`src/rtl/logu_serial_ctrl_pkg.sv`:
```
// logu_pkg: shared opcode/state types and opcode legality helper for logu_serial_ctrl
package logu_pkg;
  typedef enum logic [2:0] {
    OP_AND = 3'd0,
    OP_OR  = 3'd1,
    OP_XOR = 3'd2,
    OP_NOT = 3'd3,
    OP_SHL = 3'd4
  } op_e;
  typedef enum logic [1:0] {
    IDLE = 2'd0,
    RUN  = 2'd1,
    DONE = 2'd2
  } state_e;
  function automatic logic is_legal_op(input logic [2:0] op);
    return op <= 3'(OP_SHL);
  endfunction
endpackage

```
`src/rtl/logu_serial_ctrl_if.sv`:
```
// logu_serial_ctrl_if: request/response handshake bundle for logu_serial_ctrl
//   req_valid/req_ready/req_op/req_a/req_b : operation request channel
//   rsp_valid/rsp_ready/rsp_data/rsp_err   : result response channel
//   rsp_parity                             : present only with LOGU_CTRL_PARITY_EN
//   master = issuer side, slave = controller side
interface logu_serial_ctrl_if #(parameter int WIDTH = 8);
  logic             req_valid;
  logic             req_ready;
  logic [2:0]       req_op;
  logic [WIDTH-1:0] req_a;
  logic [WIDTH-1:0] req_b;
  logic             rsp_valid;
  logic             rsp_ready;
  logic [WIDTH-1:0] rsp_data;
  logic             rsp_err;
`ifdef LOGU_CTRL_PARITY_EN
  logic             rsp_parity;
`endif
  modport master (
    output req_valid, req_op, req_a, req_b, rsp_ready,
    input  req_ready, rsp_valid, rsp_data, rsp_err
`ifdef LOGU_CTRL_PARITY_EN
    , input rsp_parity
`endif
  );
  modport slave (
    input  req_valid, req_op, req_a, req_b, rsp_ready,
    output req_ready, rsp_valid, rsp_data, rsp_err
`ifdef LOGU_CTRL_PARITY_EN
    , output rsp_parity
`endif
  );
endinterface

```
`src/rtl/logu_serial_ctrl_bit_shifter.sv`:
```
// logu_bit_shifter: serial-in result capture register, LSB first
//   clk, rst_n : clock, async active-low reset
//   i_clr      : clear the register (new operation)
//   i_shift    : shift i_bit in at the MSB end
//   o_data     : captured word
module logu_bit_shifter #(parameter int WIDTH = 8) (
  input  logic             clk,
  input  logic             rst_n,
  input  logic             i_clr,
  input  logic             i_shift,
  input  logic             i_bit,
  output logic [WIDTH-1:0] o_data
);
  logic [WIDTH-1:0] r_data;
  // Shifting in at the MSB means the first captured bit ends up at bit 0 after WIDTH shifts.
  always_ff @(posedge clk or negedge rst_n)
    if (!rst_n) r_data <= '0;
    else if (i_clr) r_data <= '0;
    else if (i_shift) r_data <= {i_bit, r_data[WIDTH-1:1]};
  assign o_data = r_data;
endmodule

```
`src/rtl/logu_serial_ctrl.sv`:
```
// logu_serial_ctrl: bit-serial initiator driving a 1-bit logic unit
//   clk, rst_n        : clock, async active-low reset
//   bus (slave)       : request/response handshake channels
//   o_lu_a, o_lu_b    : operand bits to the logic unit
//   o_lu_opsel0..2    : latched opcode bits to the logic unit
//   i_lu_out          : combinational result bit from the logic unit
//   LOGU_CTRL_PARITY_EN adds bus.rsp_parity = ^rsp_data
module logu_serial_ctrl
  import logu_pkg::*;
#(parameter int WIDTH = 8) (
  input  logic               clk,
  input  logic               rst_n,
  logu_serial_ctrl_if.slave  bus,
  output logic               o_lu_a,
  output logic               o_lu_b,
  output logic               o_lu_opsel0,
  output logic               o_lu_opsel1,
  output logic               o_lu_opsel2,
  input  logic               i_lu_out
);
  localparam int CW = $clog2(WIDTH);
  localparam logic [CW-1:0] LAST = CW'(WIDTH - 1);
  state_e           r_state, w_next;
  logic [2:0]       r_op;
  logic [WIDTH-1:0] r_a, r_b;
  logic             r_err;
  logic [CW-1:0]    r_cnt;
  logic             w_accept, w_run, w_done;
  logic [WIDTH-1:0] w_a_eff, w_result, w_data;
  always_ff @(posedge clk or negedge rst_n)
    if (!rst_n) r_state <= IDLE;
    else r_state <= w_next;
  always_comb begin
    w_accept = (r_state == IDLE) && bus.req_valid;
    w_run = r_state == RUN;
    w_done = r_state == DONE;
    w_next = (r_state == IDLE) ? (bus.req_valid ? (is_legal_op(bus.req_op) ? RUN : DONE) : IDLE)
           : w_run ? ((r_cnt == LAST) ? DONE : RUN)
           : (bus.rsp_ready ? IDLE : DONE);
    // SHL is done here: the unit passes a through, so feed it a pre-shifted operand.
    w_a_eff = (r_op == 3'(OP_SHL)) ? {r_a[WIDTH-2:0], 1'b0} : r_a;
    w_data = (w_done && !r_err) ? w_result : '0;
    bus.req_ready = r_state == IDLE;
    bus.rsp_valid = w_done;
    bus.rsp_data = w_data;
    bus.rsp_err = w_done && r_err;
`ifdef LOGU_CTRL_PARITY_EN
    bus.rsp_parity = ^w_data;
`endif
    o_lu_a = w_run && w_a_eff[r_cnt];
    o_lu_b = w_run && r_b[r_cnt];
    o_lu_opsel0 = w_run && r_op[0];
    o_lu_opsel1 = w_run && r_op[1];
    o_lu_opsel2 = w_run && r_op[2];
  end
  always_ff @(posedge clk or negedge rst_n)
    if (!rst_n) begin
      r_op <= '0;
      r_a <= '0;
      r_b <= '0;
      r_err <= 1'b0;
      r_cnt <= '0;
    end else if (w_accept) begin
      r_op <= bus.req_op;
      r_a <= bus.req_a;
      r_b <= bus.req_b;
      r_err <= !is_legal_op(bus.req_op);
      r_cnt <= '0;
    end else if (w_run) r_cnt <= (r_cnt == LAST) ? '0 : r_cnt + CW'(1);
  logu_bit_shifter #(.WIDTH(WIDTH)) u_shifter (
    .clk     (clk),
    .rst_n   (rst_n),
    .i_clr   (w_accept),
    .i_shift (w_run),
    .i_bit   (i_lu_out),
    .o_data  (w_result)
  );
endmodule

```
`src/flat_wrapper.sv`:
```
// flat-port wrapper written by rule: the top's interface ports become plain ports
module logu_serial_ctrl_flat import logu_pkg::*;
#(parameter int WIDTH = 8)
  (clk, rst_n, o_lu_a, o_lu_b, o_lu_opsel0, o_lu_opsel1, o_lu_opsel2, i_lu_out, bus_req_valid, bus_req_op, bus_req_a, bus_req_b, bus_rsp_ready, bus_req_ready, bus_rsp_valid, bus_rsp_data, bus_rsp_err);
  logu_serial_ctrl_if #(.WIDTH(WIDTH)) bus_i ();
  input  logic clk;
  input  logic rst_n;
  output logic o_lu_a;
  output logic o_lu_b;
  output logic o_lu_opsel0;
  output logic o_lu_opsel1;
  output logic o_lu_opsel2;
  input  logic i_lu_out;
  input wire logic [$bits(bus_i.req_valid)-1:0] bus_req_valid;
  input wire logic [$bits(bus_i.req_op)-1:0] bus_req_op;
  input wire logic [$bits(bus_i.req_a)-1:0] bus_req_a;
  input wire logic [$bits(bus_i.req_b)-1:0] bus_req_b;
  input wire logic [$bits(bus_i.rsp_ready)-1:0] bus_rsp_ready;
  output wire logic [$bits(bus_i.req_ready)-1:0] bus_req_ready;
  output wire logic [$bits(bus_i.rsp_valid)-1:0] bus_rsp_valid;
  output wire logic [$bits(bus_i.rsp_data)-1:0] bus_rsp_data;
  output wire logic [$bits(bus_i.rsp_err)-1:0] bus_rsp_err;
  assign bus_i.req_valid = bus_req_valid;
  assign bus_i.req_op = bus_req_op;
  assign bus_i.req_a = bus_req_a;
  assign bus_i.req_b = bus_req_b;
  assign bus_i.rsp_ready = bus_rsp_ready;
  assign bus_req_ready = bus_i.req_ready;
  assign bus_rsp_valid = bus_i.rsp_valid;
  assign bus_rsp_data = bus_i.rsp_data;
  assign bus_rsp_err = bus_i.rsp_err;
  logu_serial_ctrl #(.WIDTH(WIDTH)) u_core (.clk(clk), .rst_n(rst_n), .bus(bus_i), .o_lu_a(o_lu_a), .o_lu_b(o_lu_b), .o_lu_opsel0(o_lu_opsel0), .o_lu_opsel1(o_lu_opsel1), .o_lu_opsel2(o_lu_opsel2), .i_lu_out(i_lu_out));
endmodule
```
`config.mk`:
```
export PLATFORM = sky130hd
export DESIGN_NAME = logu_serial_ctrl_flat
export DESIGN_NICKNAME = d
export VERILOG_FILES = /design/src/rtl/logu_serial_ctrl_pkg.sv /design/src/rtl/logu_serial_ctrl_if.sv /design/src/rtl/logu_serial_ctrl_bit_shifter.sv /design/src/rtl/logu_serial_ctrl.sv /design/src/flat_wrapper.sv
export SDC_FILE = /design/constraint.sdc
export NUM_CORES = 1
export LEC_CHECK = 0
export BUFFER_PORTS_ARGS = -buffer_cell sky130_fd_sc_hd__buf_2
export CAP_MARGIN = 20
export CELL_PAD_IN_SITES_DETAIL_PLACEMENT = 0
export CELL_PAD_IN_SITES_GLOBAL_PLACEMENT = 1
export CORE_UTILIZATION = 42
export DETAILED_ROUTE_END_ITERATION = 16
export PLACE_DENSITY_LB_ADDON = 0.1
export SYNTH_ARGS = -nofsm -noshare
export SYNTH_HDL_FRONTEND = slang
export SYNTH_SLANG_ARGS = --single-unit
```
`constraint.sdc`:
```
create_clock -name clk -period 4.5 [get_ports clk]
set_clock_uncertainty 0.05 [all_clocks]
set_input_delay 1.35 -clock clk [delete_from_list [all_inputs] [get_ports clk]]
set_output_delay 1.35 -clock clk [all_outputs]
set_load 0.01 [all_outputs]
```
# Word-level counts from Yosys, hierarchy flattened

Cells that the tools add are included.

Word-level logic and storage cells: 43
Input bits: 24
Output and inout port bits: 16
Bits in registers: 33

Muxes and demuxes: 17
Reductions and logical operators: 12
Order comparisons: 2
Equal/unequal tests: 4
Add/subtract/negate cells: 1

Operator list:

| cell                                                                  | count |
|---|---|
| 8-bit two-way mux                                                     | 4 |
| 2-bit two-way mux                                                     | 6 |
| 3-bit two-way mux                                                     | 3 |
| 1-bit logical AND                                                     | 8 |
| 1-bit binary-select mux with 3-bit select                             | 2 |
| 3-bit == test (second input constant)                                 | 2 |
| 3-bit by 4-bit < comparator with 1-bit output (second input constant) | 1 |
| 3-bit by 1-bit adder with 3-bit output (second input constant)        | 1 |
| 3-bit less-or-equal comparator (second input constant)                | 1 |
| 2-bit by 1-bit == test with 1-bit output (second input constant)      | 1 |
| 2-bit == test (second input constant)                                 | 1 |
| 1-bit zero test                                                       | 2 |
| 2-bit zero test                                                       | 1 |
| 1-bit two-way mux                                                     | 2 |
| 2-bit nonzero test                                                    | 1 |

# Longest topological paths before layout

Depth in word-level cells: 5
Depth in mapped cells: 5
Depth with buffers taken out: 4

# Hierarchy

From an unflattened synthesis, not the netlist that was laid out.

Cells, all modules: 176
Area total of the unflattened synthesis: 1,642.8 um^2

Modules (own cells, without submodules):

| module           | cells each | sequential area each (um^2) | instances | area an instance (um^2) |
|---|---|---|---|---|
| logu_serial_ctrl | 150        | 625.6                       | 1         | 1,317.5 |
| logu_bit_shifter | 26         | 200.2                       | 1         | 325.3 |

# Worst setup path before layout

OpenSTA, ideal clock, no wires.

Path type: flip-flop to output port
Start point: register u_core.r_op[1]
End point: output o_lu_a
Stages on the path, launching flop included: 5
Data required time: 3.100 ns
Arrival: 1.587 ns
Buffers on the path: 0
Path slack: 1.513 ns
Cells stage by stage: dfrtp_1 > or3b_4 > a221oi_2 > a31oi_1 > a2111oi_2

Word-level cells in the longest chain between the ends: 5

Ends and longest elaborated chain:

| item                                      | line                   | source |
|---|---|---|
| from (decl)                               | logu_serial_ctrl.sv:24 | `logic [2:0] r_op;` |
| from (signal assigned)                    | logu_serial_ctrl.sv:64 | `r_op <= bus.req_op;` |
| 3-bit == test                             | logu_serial_ctrl.sv:41 | `w_a_eff = (r_op == 3'(OP_SHL)) ? {r_a[WIDTH-2:0], 1'b0} : r_a;` |
| 8-bit two-way mux                         | logu_serial_ctrl.sv:41 |  |
| 1-bit binary-select mux with 3-bit select | logu_serial_ctrl.sv:50 | `o_lu_a = w_run && w_a_eff[r_cnt];` |
| 1-bit two-way mux (implied by the code)   | logu_serial_ctrl.sv:50 |  |
| 1-bit logical AND                         | logu_serial_ctrl.sv:50 |  |
| to (decl)                                 | flat_wrapper.sv:8      | `output logic o_lu_a;` |

No other way between the ends. The select of a mux whose other input is x is not followed.

# Worst setup path in the final report

Start point: register u_core.r_cnt[1]
End point: output o_lu_a

Word-level cells in the longest chain between the ends: 3

Ends and longest elaborated chain:

| item                                      | line                   | source |
|---|---|---|
| from (decl)                               | logu_serial_ctrl.sv:27 | `logic [CW-1:0] r_cnt;` |
| from (signal assigned)                    | logu_serial_ctrl.sv:69 | `end else if (w_run) r_cnt <= (r_cnt == LAST) ? '0 : r_cnt + CW'(1);` |
| 1-bit binary-select mux with 3-bit select | logu_serial_ctrl.sv:50 |  |
| 1-bit two-way mux (implied by the code)   | logu_serial_ctrl.sv:50 |  |
| 1-bit logical AND                         | logu_serial_ctrl.sv:50 |  |

No other way between the ends. The select of a mux whose other input is x is not followed.

==> reports/results.txt <==
Result of the run = finished, final reports clean
Average detailed-routed wire length per instance = 12.7 um
Fin cells = 274
Met3 Usage GRT = 4.58%
Largest net degree at the start of global routing = 34
Fin area = 1990 um2
Avg Cell Area, Syn = 8.87 um2
Slew at the pin closest to its max-slew limit = 1.01 ns
Total power divided by cell area = 651 nW/um2
Via density = 4.99
Max Fclk = 0.282 GHz
Number of H-tree levels = 2
Routed wire length = 3480 um
Kind of end point of the critical path = primary output
TritonCTS clock tree = done
Initial antenna violation count = 0
Drt first-iter violations = 68
Clock latency on the worst-skew pair = 0.28 ns
Min cycle time layout = 3.55 ns
Synthesized instance count = 187
Worst Path Required = 3.10 ns
Combined flip-flop and latch cell area = 826 um2
Detailed Routing Iterations Pass 1 = 4
Number of different library cells in the post-synthesis netlist = 31
Category of the most critical setup path = flop to primary output
Final number of setup-violating endpoints = 0
Antenna-violating nets left = 0
Arr. time, crit path = 2.15 ns
Synth-to-layout area growth = 20.2%
Height of the chip = 64.8 um
Cell total after placement = 266
Number of hold violations in the final report = 0
Yosys warning count = 0
Crit-path max FO = 14
Count of final max-slew check failures = 0
Inserted Clock Buffers = 5
Effective utilization at floorplan = 44.6%
Port Buf Inserts = 39
Area of combinational cells with multiple inputs = 779 um2
Core Box Area = 3720 um2
Fill cell instance count of the final layout = 363
Wire length of the first global-routing pass = 5850 um
Total of cells resized after clock tree synthesis = 0
Row count = 22
Final setup slack of the worst path = 0.953 ns
Min-Delay Path Class = flop to flop
Number of antenna repair diodes = 0
Post-Syn Nets = 213
Final #Nets = 251
Worst IR Drop VDD = 0.274 mV
Residual DRC = 0
HPWL reported at the end of detailed placement = 2420 um
Met1 track demand over resource in global routing = 23.8%
Setup repair after global routing missed its margin = false
Proportion of layout cells with a drive suffix above 1 = 24.8%
Width of the die = 64.8 um
Grt total ovfl = 0
Dpl ws = 1.27 ns
Max Cap Violations = 0
Post-synthesis instance area = 1660 um2
Clock net sink count = 33
Die Area = 4200 um2
Clock-pin slew reported for the worst setup and hold paths after clock tree synthesis = 0.06 ns
Met2 routing resource usage after global routing = 29.9%
Grt peak-use layer = met2
Hold buffer count at cts = 0
Fraction of the yosys area taken by sequential cells = 49.8%
Total negative slack for setup checks = 0 ns
Overall via count from detail_route = 1,368
Total routing resource utilization after global routing = 18.7%
Static leakage = 1.01 nW
Buffers inserted during post-CTS setup optimization = 0
Via count of the first global-routing pass = 1,285
Final weighted congestion of routability-driven global placement = 0.768
Post-synthesis register bit count = 33
Headroom to the max-slew limit = 32.5%
CTS Root Buffer Type = sky130_fd_sc_hd__clkbuf_8
Maximum clock path buffer count = 2
Core utilization of the finished layout = 53.6%
Number of primary I/O pins = 40
Launching element type of the critical path = flop
DP Area = 1880 um2
Final period util = 78.8%
[placed cells by master (no fill, tap or decap), drive strengths merged, types with 5 or more instances in the layout]
cell / instances
o21ai: 14
buf: 40
dfrtp: 33
clkbuf: 7
nand2: 79
and2: 13
mux2i: 5
[through the flow]
step                      power, mW  hold slack, ns
after global placement         1.00           0.408
after detailed placement       1.02           0.410
after floorplan               0.886           0.387
final                          1.30           0.428
after CTS                      1.31           0.426
after global routing           1.40           0.466
[cells by family after synthesis]
logic type,share of synthesized area (%)
buf+inv,3.17
compound gates,8.60
simple gates,31.2
flops,49.8
fa+ha+maj,1.51
mux,5.74
[report_power, final]
| part | leakage [nW] | switching (mW) | internal [mW] |
|---|---|---|---|
| sequential | 0.423 | 0.135 | 0.422 |
| combinational | 0.528 | 0.251 | 0.205 |
| clock | 0.0585 | 0.104 | 0.180 |
[layout make-up]
| cell class | count | share of cell area (%) |
|---|---|---|
| clock buffer | 7 | 4.33 |
| tap | 48 | 3.02 |
| multi-input combinational | 143 | 39.1 |
| inverter | 2 | 0.377 |
| sequential | 33 | 41.5 |
| clock inverter | 1 | 1.51 |
| timing repair buffer | 40 | 10.2 |
[worst max-delay path: stages (launching register included)]
cell                        delay, ns
sky130_fd_sc_hd__dfrtp_1         0.65
sky130_fd_sc_hd__mux2i_1         0.19
sky130_fd_sc_hd__a221oi_2        0.29
sky130_fd_sc_hd__a31oi_1         0.09
sky130_fd_sc_hd__a2111oi_2       0.44
sky130_fd_sc_hd__buf_2           0.20
[flip-flops by register name, indices dropped and copies added (netlist names)]
| signal | count |
|---|---|
| u_core.u_shifter.o_data | 8 |
| u_core.r_a | 8 |
| u_core.r_err | 1 |
| u_core.r_cnt | 3 |
| u_core.r_op | 3 |
| u_core.r_b | 8 |
| u_core.r_state | 2 |
[per-layer routing]
metal	wire length, um	share of wire (%)
met1	1660	48
met3	151	4.3
met4	49	1.4
met5	0	0
met2	1610	46
[Yosys cell counts]
cell type                   number  area share (%)
sky130_fd_sc_hd__nand2b_1        1            0.38
sky130_fd_sc_hd__mux4_2          2             2.7
sky130_fd_sc_hd__a211oi_1        1            0.45
sky130_fd_sc_hd__o31ai_1         1            0.45
sky130_fd_sc_hd__nand2_1        79              18
sky130_fd_sc_hd__o21ai_0        14             4.2
sky130_fd_sc_hd__nor2b_1         3             1.1
sky130_fd_sc_hd__o21a_1          1            0.45
sky130_fd_sc_hd__nand3_1         3            0.91
sky130_fd_sc_hd__and4bb_2        1            0.75
sky130_fd_sc_hd__dfrtp_1        33              50
sky130_fd_sc_hd__a31o_2          1            0.53
sky130_fd_sc_hd__ha_1            2             1.5
sky130_fd_sc_hd__clkbuf_1        7             1.6
sky130_fd_sc_hd__nor3_1          1            0.30
sky130_fd_sc_hd__a31oi_1         1            0.38
sky130_fd_sc_hd__a221oi_2        1            0.91
sky130_fd_sc_hd__mux2i_1         5             3.0
sky130_fd_sc_hd__buf_2           1            0.30
sky130_fd_sc_hd__nor3b_2         1            0.75
sky130_fd_sc_hd__nor4_1          3             1.1
sky130_fd_sc_hd__nor3b_1         1            0.45
sky130_fd_sc_hd__nand3b_1        3             1.4
sky130_fd_sc_hd__a2111oi_2       1            0.91
sky130_fd_sc_hd__a21oi_1         1            0.30
sky130_fd_sc_hd__or3b_4          1            0.68
sky130_fd_sc_hd__clkbuf_8        1            0.83
sky130_fd_sc_hd__inv_1           2            0.45
sky130_fd_sc_hd__nor2_1          2            0.45
sky130_fd_sc_hd__and2_2          1            0.45
sky130_fd_sc_hd__and2_1         12             4.5
[path summary, 6_finish.rpt]
| kind | from | end | slack (ns) | cells past startpoint |
|---|---|---|---|---|
| worst max-delay path | u_core.r_cnt[1] | o_lu_a | 0.95 | 5 |
| worst min-delay path | u_core.r_b[3] | u_core.r_b[3] | 0.43 | 2 |
| worst max register to register | u_core.r_state[0] | u_core.u_shifter.o_data[0] | 2.58 | 3 |
| worst min register to register | u_core.r_b[3] | u_core.r_b[3] | 0.43 | 2 |
| max in group asynchronous | rst_n | u_core.r_op[0] | 2.87 | 1 |
| min in group asynchronous | rst_n | u_core.u_shifter.o_data[2] | 1.07 | 1 |
(Power assumes the default switching activity.)
